**config.mk**
```make
export PLATFORM = sky130hd
export DESIGN_NAME = mult_ctrl_taint_seq_flat
export DESIGN_NICKNAME = d
export VERILOG_FILES = /design/src/rtl/mult_ctrl_taint_seq_if.sv /design/src/rtl/mult_ctrl_taint_seq.sv /design/src/flat_wrapper.sv
export SDC_FILE = /design/constraint.sdc
export NUM_CORES = 1
export LEC_CHECK = 0
export CELL_PAD_IN_SITES_DETAIL_PLACEMENT = 2
export CELL_PAD_IN_SITES_GLOBAL_PLACEMENT = 2
export CORE_ASPECT_RATIO = 0.9
export CORE_MARGIN = 1
export CORE_UTILIZATION = 22
export DETAILED_ROUTE_END_ITERATION = 10
export PLACE_DENSITY = 0.8
export SLEW_MARGIN = 20
export SYNTH_ARGS = -nofsm -noshare
export SYNTH_HDL_FRONTEND = slang
export SYNTH_SLANG_ARGS = --single-unit
```
**constraint.sdc**
```tcl
create_clock -name clk -period 5.1 [get_ports clk]
set_clock_uncertainty 0.15 [all_clocks]
set_input_delay 0.51 -clock clk [delete_from_list [all_inputs] [get_ports clk]]
set_output_delay 0.51 -clock clk [all_outputs]
set_load 0.005 [all_outputs]
```
**src/rtl/mult_ctrl_taint_seq_if.sv**
```systemverilog
// Handshake and datapath-strobe bundle for the shift-add multiplier controller.
// master = environment/datapath side, slave = the controller itself.
interface mult_ctrl_taint_seq_if #(
    parameter int WIDTH = 4,
    parameter int CW    = $clog2(WIDTH)
);
    // start handshake
    logic             start;
    logic             start_t;
    logic             signed_mode;
    logic             signed_mode_t;
    logic             start_ready;
    logic             start_ready_t;
    // multiplier register view from the datapath
    logic [WIDTH-1:0] multiplierReg;
    logic [WIDTH-1:0] multiplierReg_t;
    // result handshake
    logic             product_valid;
    logic             product_valid_t;
    logic             product_ready;
    logic             product_ready_t;
    // datapath strobes and their taint companions
    logic             mdld;
    logic             mrld;
    logic             rsclear;
    logic             rsload;
    logic             rssub;
    logic             rsshr;
    logic             mdld_t;
    logic             mrld_t;
    logic             rsclear_t;
    logic             rsload_t;
    logic             rssub_t;
    logic             rsshr_t;
    logic [CW-1:0]    bit_idx;

    modport master (
        output start, start_t, signed_mode, signed_mode_t,
        output multiplierReg, multiplierReg_t,
        output product_ready, product_ready_t,
        input  start_ready, start_ready_t, product_valid, product_valid_t,
        input  mdld, mrld, rsclear, rsload, rssub, rsshr,
        input  mdld_t, mrld_t, rsclear_t, rsload_t, rssub_t, rsshr_t,
        input  bit_idx
    );

    modport slave (
        input  start, start_t, signed_mode, signed_mode_t,
        input  multiplierReg, multiplierReg_t,
        input  product_ready, product_ready_t,
        output start_ready, start_ready_t, product_valid, product_valid_t,
        output mdld, mrld, rsclear, rsload, rssub, rsshr,
        output mdld_t, mrld_t, rsclear_t, rsload_t, rssub_t, rsshr_t,
        output bit_idx
    );
endinterface

```
**src/rtl/mult_ctrl_taint_seq.sv**
```systemverilog
// Control FSM for a shift-add sequential multiplier with single-bit control-taint
// tracking. State is a phase plus a multiplier bit index; every strobe output
// carries the same taint bit, which records whether any tainted input has
// influenced the control flow since the last accepted start.
module mult_ctrl_taint_seq #(
    parameter int WIDTH      = 4,
    parameter int EARLY_EXIT = 1,
    parameter int CW         = $clog2(WIDTH)
) (
    input  logic                 clk,
    input  logic                 rst_n,
    mult_ctrl_taint_seq_if.slave bus
);

    typedef enum logic [2:0] {
        PH_IDLE  = 3'd0,
        PH_INIT  = 3'd1,
        PH_EVAL  = 3'd2,
        PH_ADD   = 3'd3,
        PH_SHIFT = 3'd4,
        PH_FLUSH = 3'd5,
        PH_DONE  = 3'd6
    } phase_e;

    localparam logic [CW-1:0] LAST_IDX = CW'(WIDTH - 1);

    phase_e        r_phase;
    phase_e        w_phase_next;
    logic [CW-1:0] r_bit_idx;
    logic [CW-1:0] w_bit_idx_next;
    logic          r_ctrl_t;
    logic          w_ctrl_t_next;
    logic          r_signed;
    logic          w_signed_next;

    logic             w_last_bit;
    logic             w_cur_bit;
    logic             w_cur_taint;
    logic [WIDTH-1:0] w_above_mask;
    logic             w_upper_zero;
    logic             w_upper_taint;

    logic w_mdld;
    logic w_mrld;
    logic w_rsclear;
    logic w_rsload;
    logic w_rssub;
    logic w_rsshr;
    logic w_product_valid;
    logic w_start_ready;

    // Mask of multiplier bits strictly above the current bit index; used to
    // decide whether the remaining bits are all zero (early exit).
    genvar gi;
    generate
        for (gi = 0; gi < WIDTH; gi++) begin : g_above
            localparam logic [CW:0] BIT_POS = (CW + 1)'(gi);
            assign w_above_mask[gi] = (BIT_POS > {1'b0, r_bit_idx});
        end
    endgenerate

    assign w_last_bit    = (r_bit_idx == LAST_IDX);
    assign w_cur_bit     = bus.multiplierReg[r_bit_idx];
    assign w_cur_taint   = bus.multiplierReg_t[r_bit_idx];
    assign w_upper_zero  = ~|(bus.multiplierReg & w_above_mask);
    assign w_upper_taint = |(bus.multiplierReg_t & w_above_mask);

    // State register: phase, bit index, control taint and latched sign mode.
    always_ff @(posedge clk) begin
        if (!rst_n) begin
            r_phase   <= PH_IDLE;
            r_bit_idx <= '0;
            r_ctrl_t  <= 1'b0;
            r_signed  <= 1'b0;
        end else begin
            r_phase   <= w_phase_next;
            r_bit_idx <= w_bit_idx_next;
            r_ctrl_t  <= w_ctrl_t_next;
            r_signed  <= w_signed_next;
        end
    end

    // Next-state logic: phase sequencing, bit-index stepping and taint merging.
    always_comb begin
        w_phase_next   = r_phase;
        w_bit_idx_next = r_bit_idx;
        w_ctrl_t_next  = r_ctrl_t;
        w_signed_next  = r_signed;
        case (r_phase)
            PH_IDLE: begin
                if (bus.start) begin
                    // A new operation starts with a fresh taint history.
                    w_phase_next  = PH_INIT;
                    w_signed_next = bus.signed_mode;
                    w_ctrl_t_next = bus.start_t | bus.signed_mode_t;
                end else begin
                    // Waiting on a tainted start line still leaks timing.
                    w_ctrl_t_next = r_ctrl_t | bus.start_t;
                end
            end
            PH_INIT: begin
                w_bit_idx_next = '0;
                w_phase_next   = PH_EVAL;
            end
            PH_EVAL: begin
                w_ctrl_t_next = r_ctrl_t | w_cur_taint;
                w_phase_next  = w_cur_bit ? PH_ADD : PH_SHIFT;
            end
            PH_ADD: begin
                w_phase_next = PH_SHIFT;
            end
            PH_SHIFT: begin
                if (w_last_bit) begin
                    w_phase_next = PH_DONE;
                end else begin
                    w_bit_idx_next = r_bit_idx + CW'(1);
                    if (EARLY_EXIT != 0) begin
                        // The exit decision looks at every upper bit.
                        w_ctrl_t_next = r_ctrl_t | w_upper_taint;
                        w_phase_next  = w_upper_zero ? PH_FLUSH : PH_EVAL;
                    end else begin
                        w_phase_next = PH_EVAL;
                    end
                end
            end
            PH_FLUSH: begin
                if (w_last_bit) begin
                    w_phase_next = PH_DONE;
                end else begin
                    w_bit_idx_next = r_bit_idx + CW'(1);
                end
            end
            PH_DONE: begin
                // start is deliberately not looked at here, even with product_ready.
                w_ctrl_t_next = r_ctrl_t | bus.product_ready_t;
                if (bus.product_ready) begin
                    w_phase_next = PH_IDLE;
                end
            end
            default: begin
                w_phase_next = PH_IDLE;
            end
        endcase
    end

    // Output decode: Moore strobes from the current phase.
    always_comb begin
        w_mdld          = 1'b0;
        w_mrld          = 1'b0;
        w_rsclear       = 1'b0;
        w_rsload        = 1'b0;
        w_rssub         = 1'b0;
        w_rsshr         = 1'b0;
        w_product_valid = 1'b0;
        w_start_ready   = 1'b0;
        case (r_phase)
            PH_IDLE: w_start_ready = 1'b1;
            PH_INIT: begin
                w_mdld    = 1'b1;
                w_mrld    = 1'b1;
                w_rsclear = 1'b1;
            end
            PH_ADD: begin
                // The sign bit of a two's-complement multiplier has negative weight.
                if (r_signed && w_last_bit) begin
                    w_rssub = 1'b1;
                end else begin
                    w_rsload = 1'b1;
                end
            end
            PH_SHIFT, PH_FLUSH: w_rsshr = 1'b1;
            PH_DONE: w_product_valid = 1'b1;
            default: begin
            end
        endcase
    end

    assign bus.mdld          = w_mdld;
    assign bus.mrld          = w_mrld;
    assign bus.rsclear       = w_rsclear;
    assign bus.rsload        = w_rsload;
    assign bus.rssub         = w_rssub;
    assign bus.rsshr         = w_rsshr;
    assign bus.product_valid = w_product_valid;
    assign bus.start_ready   = w_start_ready;
    assign bus.bit_idx       = r_bit_idx;

    // Every taint output mirrors the control-taint register, asserted strobe or not.
    assign bus.mdld_t          = r_ctrl_t;
    assign bus.mrld_t          = r_ctrl_t;
    assign bus.rsclear_t       = r_ctrl_t;
    assign bus.rsload_t        = r_ctrl_t;
    assign bus.rssub_t         = r_ctrl_t;
    assign bus.rsshr_t         = r_ctrl_t;
    assign bus.product_valid_t = r_ctrl_t;
    assign bus.start_ready_t   = r_ctrl_t;

endmodule

```
**src/flat_wrapper.sv**
```systemverilog
// flat-port wrapper written by rule: the top's interface ports become plain ports
module mult_ctrl_taint_seq_flat 
#(
    parameter int WIDTH      = 4,
    parameter int EARLY_EXIT = 1,
    parameter int CW         = $clog2(WIDTH)
)
  (clk, rst_n, bus_start, bus_start_t, bus_signed_mode, bus_signed_mode_t, bus_multiplierReg, bus_multiplierReg_t, bus_product_ready, bus_product_ready_t, bus_start_ready, bus_start_ready_t, bus_product_valid, bus_product_valid_t, bus_mdld, bus_mrld, bus_rsclear, bus_rsload, bus_rssub, bus_rsshr, bus_mdld_t, bus_mrld_t, bus_rsclear_t, bus_rsload_t, bus_rssub_t, bus_rsshr_t, bus_bit_idx);
  mult_ctrl_taint_seq_if #(.WIDTH(WIDTH), .CW(CW)) bus_i ();
  input  logic clk;
  input  logic rst_n;
  input wire logic [$bits(bus_i.start)-1:0] bus_start;
  input wire logic [$bits(bus_i.start_t)-1:0] bus_start_t;
  input wire logic [$bits(bus_i.signed_mode)-1:0] bus_signed_mode;
  input wire logic [$bits(bus_i.signed_mode_t)-1:0] bus_signed_mode_t;
  input wire logic [$bits(bus_i.multiplierReg)-1:0] bus_multiplierReg;
  input wire logic [$bits(bus_i.multiplierReg_t)-1:0] bus_multiplierReg_t;
  input wire logic [$bits(bus_i.product_ready)-1:0] bus_product_ready;
  input wire logic [$bits(bus_i.product_ready_t)-1:0] bus_product_ready_t;
  output wire logic [$bits(bus_i.start_ready)-1:0] bus_start_ready;
  output wire logic [$bits(bus_i.start_ready_t)-1:0] bus_start_ready_t;
  output wire logic [$bits(bus_i.product_valid)-1:0] bus_product_valid;
  output wire logic [$bits(bus_i.product_valid_t)-1:0] bus_product_valid_t;
  output wire logic [$bits(bus_i.mdld)-1:0] bus_mdld;
  output wire logic [$bits(bus_i.mrld)-1:0] bus_mrld;
  output wire logic [$bits(bus_i.rsclear)-1:0] bus_rsclear;
  output wire logic [$bits(bus_i.rsload)-1:0] bus_rsload;
  output wire logic [$bits(bus_i.rssub)-1:0] bus_rssub;
  output wire logic [$bits(bus_i.rsshr)-1:0] bus_rsshr;
  output wire logic [$bits(bus_i.mdld_t)-1:0] bus_mdld_t;
  output wire logic [$bits(bus_i.mrld_t)-1:0] bus_mrld_t;
  output wire logic [$bits(bus_i.rsclear_t)-1:0] bus_rsclear_t;
  output wire logic [$bits(bus_i.rsload_t)-1:0] bus_rsload_t;
  output wire logic [$bits(bus_i.rssub_t)-1:0] bus_rssub_t;
  output wire logic [$bits(bus_i.rsshr_t)-1:0] bus_rsshr_t;
  output wire logic [$bits(bus_i.bit_idx)-1:0] bus_bit_idx;
  assign bus_i.start = bus_start;
  assign bus_i.start_t = bus_start_t;
  assign bus_i.signed_mode = bus_signed_mode;
  assign bus_i.signed_mode_t = bus_signed_mode_t;
  assign bus_i.multiplierReg = bus_multiplierReg;
  assign bus_i.multiplierReg_t = bus_multiplierReg_t;
  assign bus_i.product_ready = bus_product_ready;
  assign bus_i.product_ready_t = bus_product_ready_t;
  assign bus_start_ready = bus_i.start_ready;
  assign bus_start_ready_t = bus_i.start_ready_t;
  assign bus_product_valid = bus_i.product_valid;
  assign bus_product_valid_t = bus_i.product_valid_t;
  assign bus_mdld = bus_i.mdld;
  assign bus_mrld = bus_i.mrld;
  assign bus_rsclear = bus_i.rsclear;
  assign bus_rsload = bus_i.rsload;
  assign bus_rssub = bus_i.rssub;
  assign bus_rsshr = bus_i.rsshr;
  assign bus_mdld_t = bus_i.mdld_t;
  assign bus_mrld_t = bus_i.mrld_t;
  assign bus_rsclear_t = bus_i.rsclear_t;
  assign bus_rsload_t = bus_i.rsload_t;
  assign bus_rssub_t = bus_i.rssub_t;
  assign bus_rsshr_t = bus_i.rsshr_t;
  assign bus_bit_idx = bus_i.bit_idx;
  mult_ctrl_taint_seq #(.WIDTH(WIDTH), .EARLY_EXIT(EARLY_EXIT), .CW(CW)) u_core (.clk(clk), .rst_n(rst_n), .bus(bus_i));
endmodule
```
Word level (Yosys, flattened, before mapping)

Index checks and enable logic that the tools add are counted.

Register bits after elaboration: 7
Input port bits: 16

$add $sub $neg: 1
Magnitude comparators: 4
Equality and inequality tests: 12
Multiplexer cells: 24
Bitwise operators: 7
Reduce and logical (&&, ||, !) cells: 11

Operator list:

| operator                                                                       | count |
|---|---|
| 3-bit one-hot mux with 7 select lines                                          | 1 |
| 3-bit two-way mux                                                              | 6 |
| 1-bit two-way mux                                                              | 12 |
| 3-bit == test, second input constant                                           | 3 |
| 4-bit AND                                                                      | 2 |
| 2-bit inequality test, second input constant                                   | 4 |
| 4-bit OR reduction                                                             | 2 |
| 3-bit by 2-bit == test with 1-bit output, second input constant                | 2 |
| 2-bit AND reduction                                                            | 3 |
| 1-bit OR                                                                       | 5 |
| 1-bit binary-select mux with 2-bit select                                      | 2 |
| 2-bit greater-than comparator, first input constant                            | 2 |
| 1-bit one-hot mux with 4 select lines                                          | 1 |
| 2-bit one-hot mux with 2 select lines                                          | 1 |
| 4-bit nonzero test                                                             | 1 |
| 3-bit by 1-bit == test with 1-bit output, second input constant                | 1 |
| 3-bit zero test                                                                | 1 |
| 2-bit by 3-bit < comparator with 1-bit output, second input constant           | 1 |
| 3-bit AND reduction                                                            | 1 |
| 2-bit by 1-bit adder with 2-bit output, second input constant                  | 1 |
| 2-bit == test, second input constant                                           | 1 |
| 1-bit by 2-bit greater-than comparator with 1-bit output, first input constant | 1 |
| 2-bit two-way mux                                                              | 1 |
| 2-bit by 1-bit inequality test with 1-bit output, second input constant        | 1 |
| other kinds (3)                                                                | 3 |

Longest topological paths before layout

Gate-level depths: netlist of run 1.

Word-level depth: 6
Gate-level depth with buffers: 6
Mapped depth without buffers: 6

Worst setup path before layout of run 1

No wires, ideal clock.

Path type: register to register
Start point: register u_core.r_bit_idx[0], in the netlist u_core.bus.bit_idx[0]
End point: register u_core.r_phase[2]
Setup time: 0.116 ns
Data arrival time: 1.516 ns
Data required time: 4.834 ns
Slack: 3.318 ns
Stages on the path, launching flop included: 7
Buffers on the path: 0
Period minus slack after synthesis: 1.782 ns
Cell sequence: dfxtp_1 > inv_1 > ha_1 > or3b_1 > a21oi_2 > a21oi_1 > a31o_2

Cells in the longest elaborated chain, start to end: 6

RTL lines:

| item                                                                                                      | RTL line                   | text |
|---|---|---|
| start, declared                                                                                           | mult_ctrl_taint_seq.sv:29  | `logic [CW-1:0] r_bit_idx;` |
| start signal, assigned                                                                                    | mult_ctrl_taint_seq.sv:77  | `r_bit_idx <= w_bit_idx_next;` |
| 1-bit by 2-bit greater-than comparator with 1-bit output or 2-bit greater-than comparator (tied branches) | mult_ctrl_taint_seq.sv:58  | `assign w_above_mask[gi] = (BIT_POS > {1'b0, r_bit_idx});` |
| 4-bit AND                                                                                                 | mult_ctrl_taint_seq.sv:65  | `assign w_upper_zero = ~\|(bus.multiplierReg & w_above_mask);` |
| 4-bit OR reduction                                                                                        | mult_ctrl_taint_seq.sv:65  |  |
| 3-bit two-way mux                                                                                         | mult_ctrl_taint_seq.sv:120 | `w_phase_next = w_upper_zero ? PH_FLUSH : PH_EVAL;` |
| 3-bit two-way mux                                                                                         | mult_ctrl_taint_seq.sv:113 | `if (w_last_bit) begin` |
| 3-bit one-hot mux with 7 select lines                                                                     | mult_ctrl_taint_seq.sv:89  | `case (r_phase)` |
| end signal, assigned                                                                                      | mult_ctrl_taint_seq.sv:76  | `r_phase <= w_phase_next;` |
| end, declared                                                                                             | mult_ctrl_taint_seq.sv:27  | `phase_e r_phase;` |

Several ways; a longest one is shown, not always the timed one. The select of a mux whose other input is x is not followed.
A chain may end at the register's enable or synchronous reset.

Worst setup path after layout of run 1

Start point: register u_core.r_phase[1]
End point: output bus_rsload

Cells in the longest elaborated chain, start to end: 2

RTL lines:

| item                                     | RTL line                   | text |
|---|---|---|
| 3-bit by 2-bit == test with 1-bit output | mult_ctrl_taint_seq.sv:156 | `case (r_phase)` |
| 1-bit two-way mux                        | mult_ctrl_taint_seq.sv:156 |  |
| end, declared                            | flat_wrapper.sv:27         | `output wire logic [$bits(bus_i.rsload)-1:0] bus_rsload;` |

Every way passes these cells.

==> flow_metrics.py, run 1 <==
metrics = {
    "status": {
        "outcome": "completed",
    },
    "floorplan": {
        "die_area_um2": 3330,
        "initial_utilization_pct": 24.0,
        "io_pins": 34,
        "core-area_um2": 2840,
        "core.rowCount": 18,
        "dieWidth_um": 60.7,
        "die-height_um": 54.8,
    },
    "final_layout": {
        "drive_gt1_share_pct": 7.41,
        "layout.nets": 128,
        "fin_util_pct": 34.2,
        "diodes": 0,
        "postLayoutCellArea_um2": 971,
        "area_growth_pct": 42.4,
    },
    "route": {
        "drt_first_pass_iters": 4,
        "vias": 724,
        "ant_nets": 0,
        "route.detailed.drc": 0,
        "drt_iter0_drc": 18,
        "wl_per_cell_um": 15.2,
        "routed_wl_mm": 2.25,
        "viasPerCell": 4.89,
    },
    "sta": {
        "min_period_ns": 2.62,
        "tightest_slew_ns": 0.462,
        "timing.final.crit_share_pct": 51.3,
        "relSlewSlack_pct": 69.2,
        "slew_violations": 0,
        "rsz0062_at_grt": "false",
        "setup_viol": 0,
        "timing.fmax_mhz": 382,
        "tns_ns": 0,
        "finalHoldViolCount": 0,
        "hold_slack_ns": 0.356,
    },
    "synth": {
        "syn-num-nets": 104,
        "ys_warn_count": 0,
        "synth.cell_area_um2": 682,
        "syn_inst": 85,
        "yosysSeqAreaShare_pct": 20.6,
        "synth_cell_types": 35,
        "ys.flop_type": "dfxtp_1",
        "async_flop_share_pct": 0,
        "synth-seq-cells": 7,
        "syn_area_per_cell_um2": 8.02,
        "synth-edff-count": 0,
    },
    "clock_network": {
        "cts.sinks": 7,
        "clk_pin_slew_worst_paths_ns": 0.06,
        "cts_made_buffers": 3,
        "post-cts-setup-buffers": 0,
        "cts_root_buf": "clkbuf_4",
        "post_cts_resized": 0,
        "clockBufferDepth": 2,
        "cts_tree": "done",
        "hold_buffers": 0,
        "clk-insertion-delay-late_ns": 0.26,
        "htree_levels": 1,
    },
    "critical_path": {
        "reg2reg_depth": 6,
        "required_ns": 4.44,
        "slowest_delay_ns": 0.60,
        "cp_slowest_cell": "dfxtp_1",
        "crit_buf_inv": 2,
        "timing.rr.start": "u_core.bus.bit_idx[0]",
        "path_max_fanout": 14,
        "crit_cells": 5,
        "critical_path.startpoint_type": "flip-flop",
        "cp-end-kind": "output pin",
        "cp_cell_sequence": "inv_1, nor2_1, nand2_1, a21oi_1, clkdlybuf4s50_1",
        "crit_path_end": "bus_rsload",
        "crit_start": "u_core.r_phase[1]",
        "r2r_setup_slack_ns": 3.13,
        "critPathKind": "reg -> out",
        "r2r-end": "u_core.r_phase[2]",
        "critPathArrivalTime_ns": 1.96,
        "crit_family": "buffers and inverters",
    },
    "pwr": {
        "p_leak_nw": 0.342,
        "ir_drop_uv": 136,
        "power_density_nw_per_um2": 315,
    },
    "place": {
        "gp_routability_congestion": 0.803,
        "place.port_buffers": 33,
        "placed_area_um2": 945,
        "hpwl_mm": 1.77,
    },
    "grt": {
        "grt_pass1_vias": 778,
        "grt_pass1_wl_mm": 3.76,
        "grt_max_degree": 15,
        "grt-ovfl-total": 0,
        "antenna_found_initial": 0,
        "track_usage_pct": 15.7,
    },
    "job": {
        "drv_cap": 0,
    },
    "hold_path": {
        "hp-class": "reg -> reg",
    },
}
-- cell usage after synthesis, types with 2 or more instances --
library cell | count | area (um2)
a21boi_0 | 2 | 15.0
ha_1 | 3 | 37.5
buf_6 | 3 | 33.8
and3_1 | 2 | 12.5
nand3_1 | 2 | 10.0
inv_1 | 5 | 18.8
o21ai_0 | 4 | 20.0
a21oi_1 | 7 | 35.0
buf_4 | 9 | 67.6
mux2_2 | 2 | 22.5
nand2_1 | 7 | 26.3
nor3_1 | 4 | 20.0
dfxtp_1 | 7 | 140
nor2_1 | 7 | 26.3
-- power breakdown --
part / internal, mW / total (mW) / switching (mW)
clock network: 0.0300 / 0.0528 / 0.0228
logic: 0.0966 / 0.158 / 0.0616
registers: 0.0651 / 0.0947 / 0.0296
-- stage by stage --
stage	power (mW)	worst slack (ns)	instances
final	0.306	2.48	148
after global routing	0.335	2.31	148
after CTS	0.312	2.47	148
after detailed placement	0.255	2.76	144
after global placement	0.246	2.85	144
after floorplan	0.194	3.32	85
-- placed cells by master, fill, tap and decap left out, drive strengths merged, types with 2 or more instances in the layout --
cell,count
clkdlybuf4s50,33
mux2,2
a21boi,2
and3,2
nor3,4
mux4,2
nand2,7
dfxtp,7
o21ai,5
clkbuf,4
ha,3
inv,5
a21oi,8
nand3,2
nor2,7
-- layer usage --
metal	share of wire (%)	vias up	GRT usage (%)
met5	0	-	0
met1	43	354	17.7
li1	-	345	-
met3	6.5	0	5.20
met4	0	0	2.27
met2	51	25	29.3
-- how the worst min path moves through the flow --
| stage | start | endpoint | slack, ns | cells past startpoint |
|---|---|---|---|---|
| after floorplan | u_core.r_signed | u_core.r_signed | 0.31 | 2 |
| after global routing | u_core.r_signed | u_core.r_signed | 0.40 | 2 |
| final | u_core.r_signed | u_core.r_signed | 0.36 | 2 |
| after global placement | u_core.r_signed | u_core.r_signed | 0.34 | 2 |
| after CTS | u_core.r_signed | u_core.r_signed | 0.37 | 2 |
| after detailed placement | u_core.r_signed | u_core.r_signed | 0.36 | 2 |
-- worst min-delay path: cells and delay by family (launching register included) --
family           cells  cell delay (ns)
AND/OR/NAND/NOR      1             0.06
flip-flops           1             0.33
AO/OA/AOI/OAI        1             0.07
-- cells by family (layout without fill, tap and decap cells) --
logic type,after synthesis,after routing,synth area share (%)
simple gates,28,28,20.0
buf+inv,19,42,20.0
mux,5,5,11.9
flops,7,7,20.5
compound gates,23,23,22.0
fa+ha+maj,3,3,5.51
-- state kept, by name, summed over array words and instances, names as in the netlist --
| signal | flops |
|---|---|
| u_core.bus.mdld_t | 1 |
| u_core.r_phase | 3 |
| u_core.r_signed | 1 |
| u_core.bus.bit_idx | 2 |
-- final cells by class --
class	count	area, um2
clock buffer	4	26.3
fill	342	1870
inverter	5	18.8
multi-input combinational	59	405
sequential	7	140
tap	40	50.0
timing repair buffer	33	330
(Power assumes the default switching activity.)
==> run 2: changes to the inputs <==
--- a/config.mk
+++ b/config.mk
@@ -9,9 +9,9 @@
 export CELL_PAD_IN_SITES_GLOBAL_PLACEMENT = 2
 export CORE_ASPECT_RATIO = 0.9
 export CORE_MARGIN = 1
-export CORE_UTILIZATION = 22
+export CORE_UTILIZATION = 21
 export DETAILED_ROUTE_END_ITERATION = 10
-export PLACE_DENSITY = 0.8
+export PLACE_DENSITY = 0.77
 export SLEW_MARGIN = 20
 export SYNTH_ARGS = -nofsm -noshare
 export SYNTH_HDL_FRONTEND = slang
==> constraint.sdc (replaced) <==
create_clock -name clk -period 2.7 [get_ports clk]
set_clock_uncertainty 0.15 [all_clocks]
set_input_delay 0.27 -clock clk [delete_from_list [all_inputs] [get_ports clk]]
set_output_delay 0.27 -clock clk [all_outputs]
set_load 0.005 [all_outputs]
==> run 2 against run 1 <==
Sequential share of layout area is essentially flat. Design area rose by 0.26%. Sequential power grew 89%. Worst setup slack worse by 2.2 ns. Combinational power increased by 85%. Sequential cell count did not move. Utilization down 2.5 points. Die area is 4.6% higher. First-iteration DRC count up 22%. Via count down 4.6%. Global-route usage is 2.0 points lower. Critical endpoint unchanged. Highest routed layer unchanged.
==> flow_metrics.py, run 2 (synthesis results as in run 1) <==
metrics = {
    "status": {
        "outcome": "completed",
    },
    "clock_network": {
        "htree_levels": 1,
        "cts_root_buf": "clkbuf_4",
        "clk-insertion-delay-late_ns": 0.25,
        "post_cts_resized": 0,
        "hold_buffers": 0,
        "clockBufferDepth": 2,
        "post-cts-setup-buffers": 0,
        "cts_tree": "done",
        "cts.sinks": 7,
        "clk_pin_slew_worst_paths_ns": 0.05,
        "cts_made_buffers": 3,
    },
    "final_layout": {
        "layout_common_cells": "33 x clkdlybuf4s50_1, 7 x nor2_1, 7 x nand2_1, 7 x a21oi_1, 7 x dfxtp_1",
        "final_common_cell": "clkdlybuf4s50_1",
        "diodes": 0,
        "area_growth_pct": 42.8,
        "layout.nets": 128,
        "top_register": "u_core.r_phase",
        "largest_reg_flops": 3,
        "drive_gt1_share_pct": 7.41,
        "final_cells": 150,
        "postLayoutCellArea_um2": 973,
    },
    "grt": {
        "antenna_found_initial": 0,
        "grt-ovfl-total": 0,
        "grt_pass1_wl_mm": 3.55,
        "grt_max_degree": 15,
        "track_usage_pct": 13.7,
        "grt_pass1_vias": 744,
    },
    "sta": {
        "finalHoldViolCount": 0,
        "slew_violations": 0,
        "relSlewSlack_pct": 67.8,
        "rsz0062_at_grt": "false",
        "setup_viol": 0,
        "tns_ns": 0,
        "timing.fmax_mhz": 420,
        "timing.final.crit_share_pct": 88.1,
        "tightest_slew_ns": 0.482,
        "min_period_ns": 2.38,
    },
    "pwr": {
        "power_density_nw_per_um2": 585,
        "p_seq_share_pct": 31.4,
        "switching_power_uw": 207,
        "ir_drop_uv": 180,
        "power_frac_comb_pct": 51.4,
        "clkPwrFrac_pct": 17.2,
        "power.share.switching_pct": 36.4,
        "intPower_uw": 362,
        "p_leak_nw": 0.342,
        "power_uw": 569,
    },
    "floorplan": {
        "core-area_um2": 3070,
        "io_pins": 34,
        "initial_utilization_pct": 22.2,
        "dieWidth_um": 62.1,
        "die-height_um": 56.1,
        "die_area_um2": 3480,
        "core.rowCount": 19,
    },
    "route": {
        "routed_wl_mm": 2.11,
        "route.detailed.drc": 0,
        "drt_iter0_drc": 22,
        "viasPerCell": 4.61,
        "ant_nets": 0,
        "wl_per_cell_um": 14.1,
        "vias": 691,
        "drt_first_pass_iters": 4,
    },
    "place": {
        "place.port_buffers": 33,
        "placed_area_um2": 947,
        "dp.cells": 146,
        "gp_routability_congestion": 0.729,
        "hpwl_mm": 1.68,
    },
    "critical_path": {
        "critical_path.startpoint_type": "flip-flop",
        "cp_cell_sequence": "inv_1, nor2_1, nand2_1, a21oi_1, clkdlybuf4s50_1",
        "cp-end-kind": "output pin",
        "required_ns": 2.28,
        "critPathKind": "reg -> out",
        "cp_slowest_cell": "dfxtp_1",
        "path_max_fanout": 14,
        "reg2reg_depth": 5,
        "critPathArrivalTime_ns": 1.96,
        "slowest_delay_ns": 0.62,
    },
    "hold_path": {
        "whs_path_depth": 2,
        "hp-class": "reg -> reg",
    },
    "job": {
        "drv_cap": 0,
    },
}
==> run 2: cell counts in the layout (fill, tap and decap cells not counted) <==
No cell type changed its count.
==> run 2: layout make-up <==
cell class / instances / area [um2]
inverters: 5 / 18.8
well taps: 42 / 52.6
repair buffers: 33 / 330
flip-flops and latches: 7 / 140
clock buffers: 4 / 26.3
fillers: 361 / 2090
multi-input cells: 59 / 405
==> run 2: path summary, 6_finish.rpt <==
kind | startpoint | to | slack, ns
hold / removal | u_core.r_signed | u_core.r_signed | 0.36
setup reg to reg | u_core.bus.bit_idx[1] | u_core.bus.mdld_t | 0.74
setup / recovery | u_core.r_phase[1] | bus_rsload | 0.32
hold reg to reg | u_core.r_signed | u_core.r_signed | 0.36
==> run 2: critical path: cells and delay by family (launching register included) <==
kind,cells,cell delay (ns)
AOI/OAI and AO/OA,1,0.14
and+or+nand+nor,2,0.26
buffers and inverters,2,0.70
DFF,1,0.62
==> run 2: layer usage <==
layer	share of wire (%)	global-route usage, %	vias to the layer above	routed length [um]
met1	47	19.2	321	1000
met5	0	0	-	0
met2	46	20.8	25	977
met4	0	1.90	0	0
li1	-	-	345	-
met3	6.4	4.19	0	135
==> run 2: power groups by stage <==
stage	combinational [mW]	clock, mW	sequential, mW
after floorplan	0.216	0	0.150
after global placement	0.287	0	0.176
after detailed placement	0.297	0	0.181
after CTS	0.298	0.104	0.180
after global routing	0.328	0.112	0.187
final	0.292	0.0978	0.179
==> run 2: through the flow <==
stage	hold WS, ns	worst slack (ns)	util, %
3_3_place_gp	0.329	0.679	30.9
2_1_floorplan	0.276	0.918	-
5_1_grt	0.389	0.157	31.7
4_1_cts	0.362	0.316	31.7
3_5_place_dp	0.354	0.595	30.9
6_report	0.364	0.320	31.7
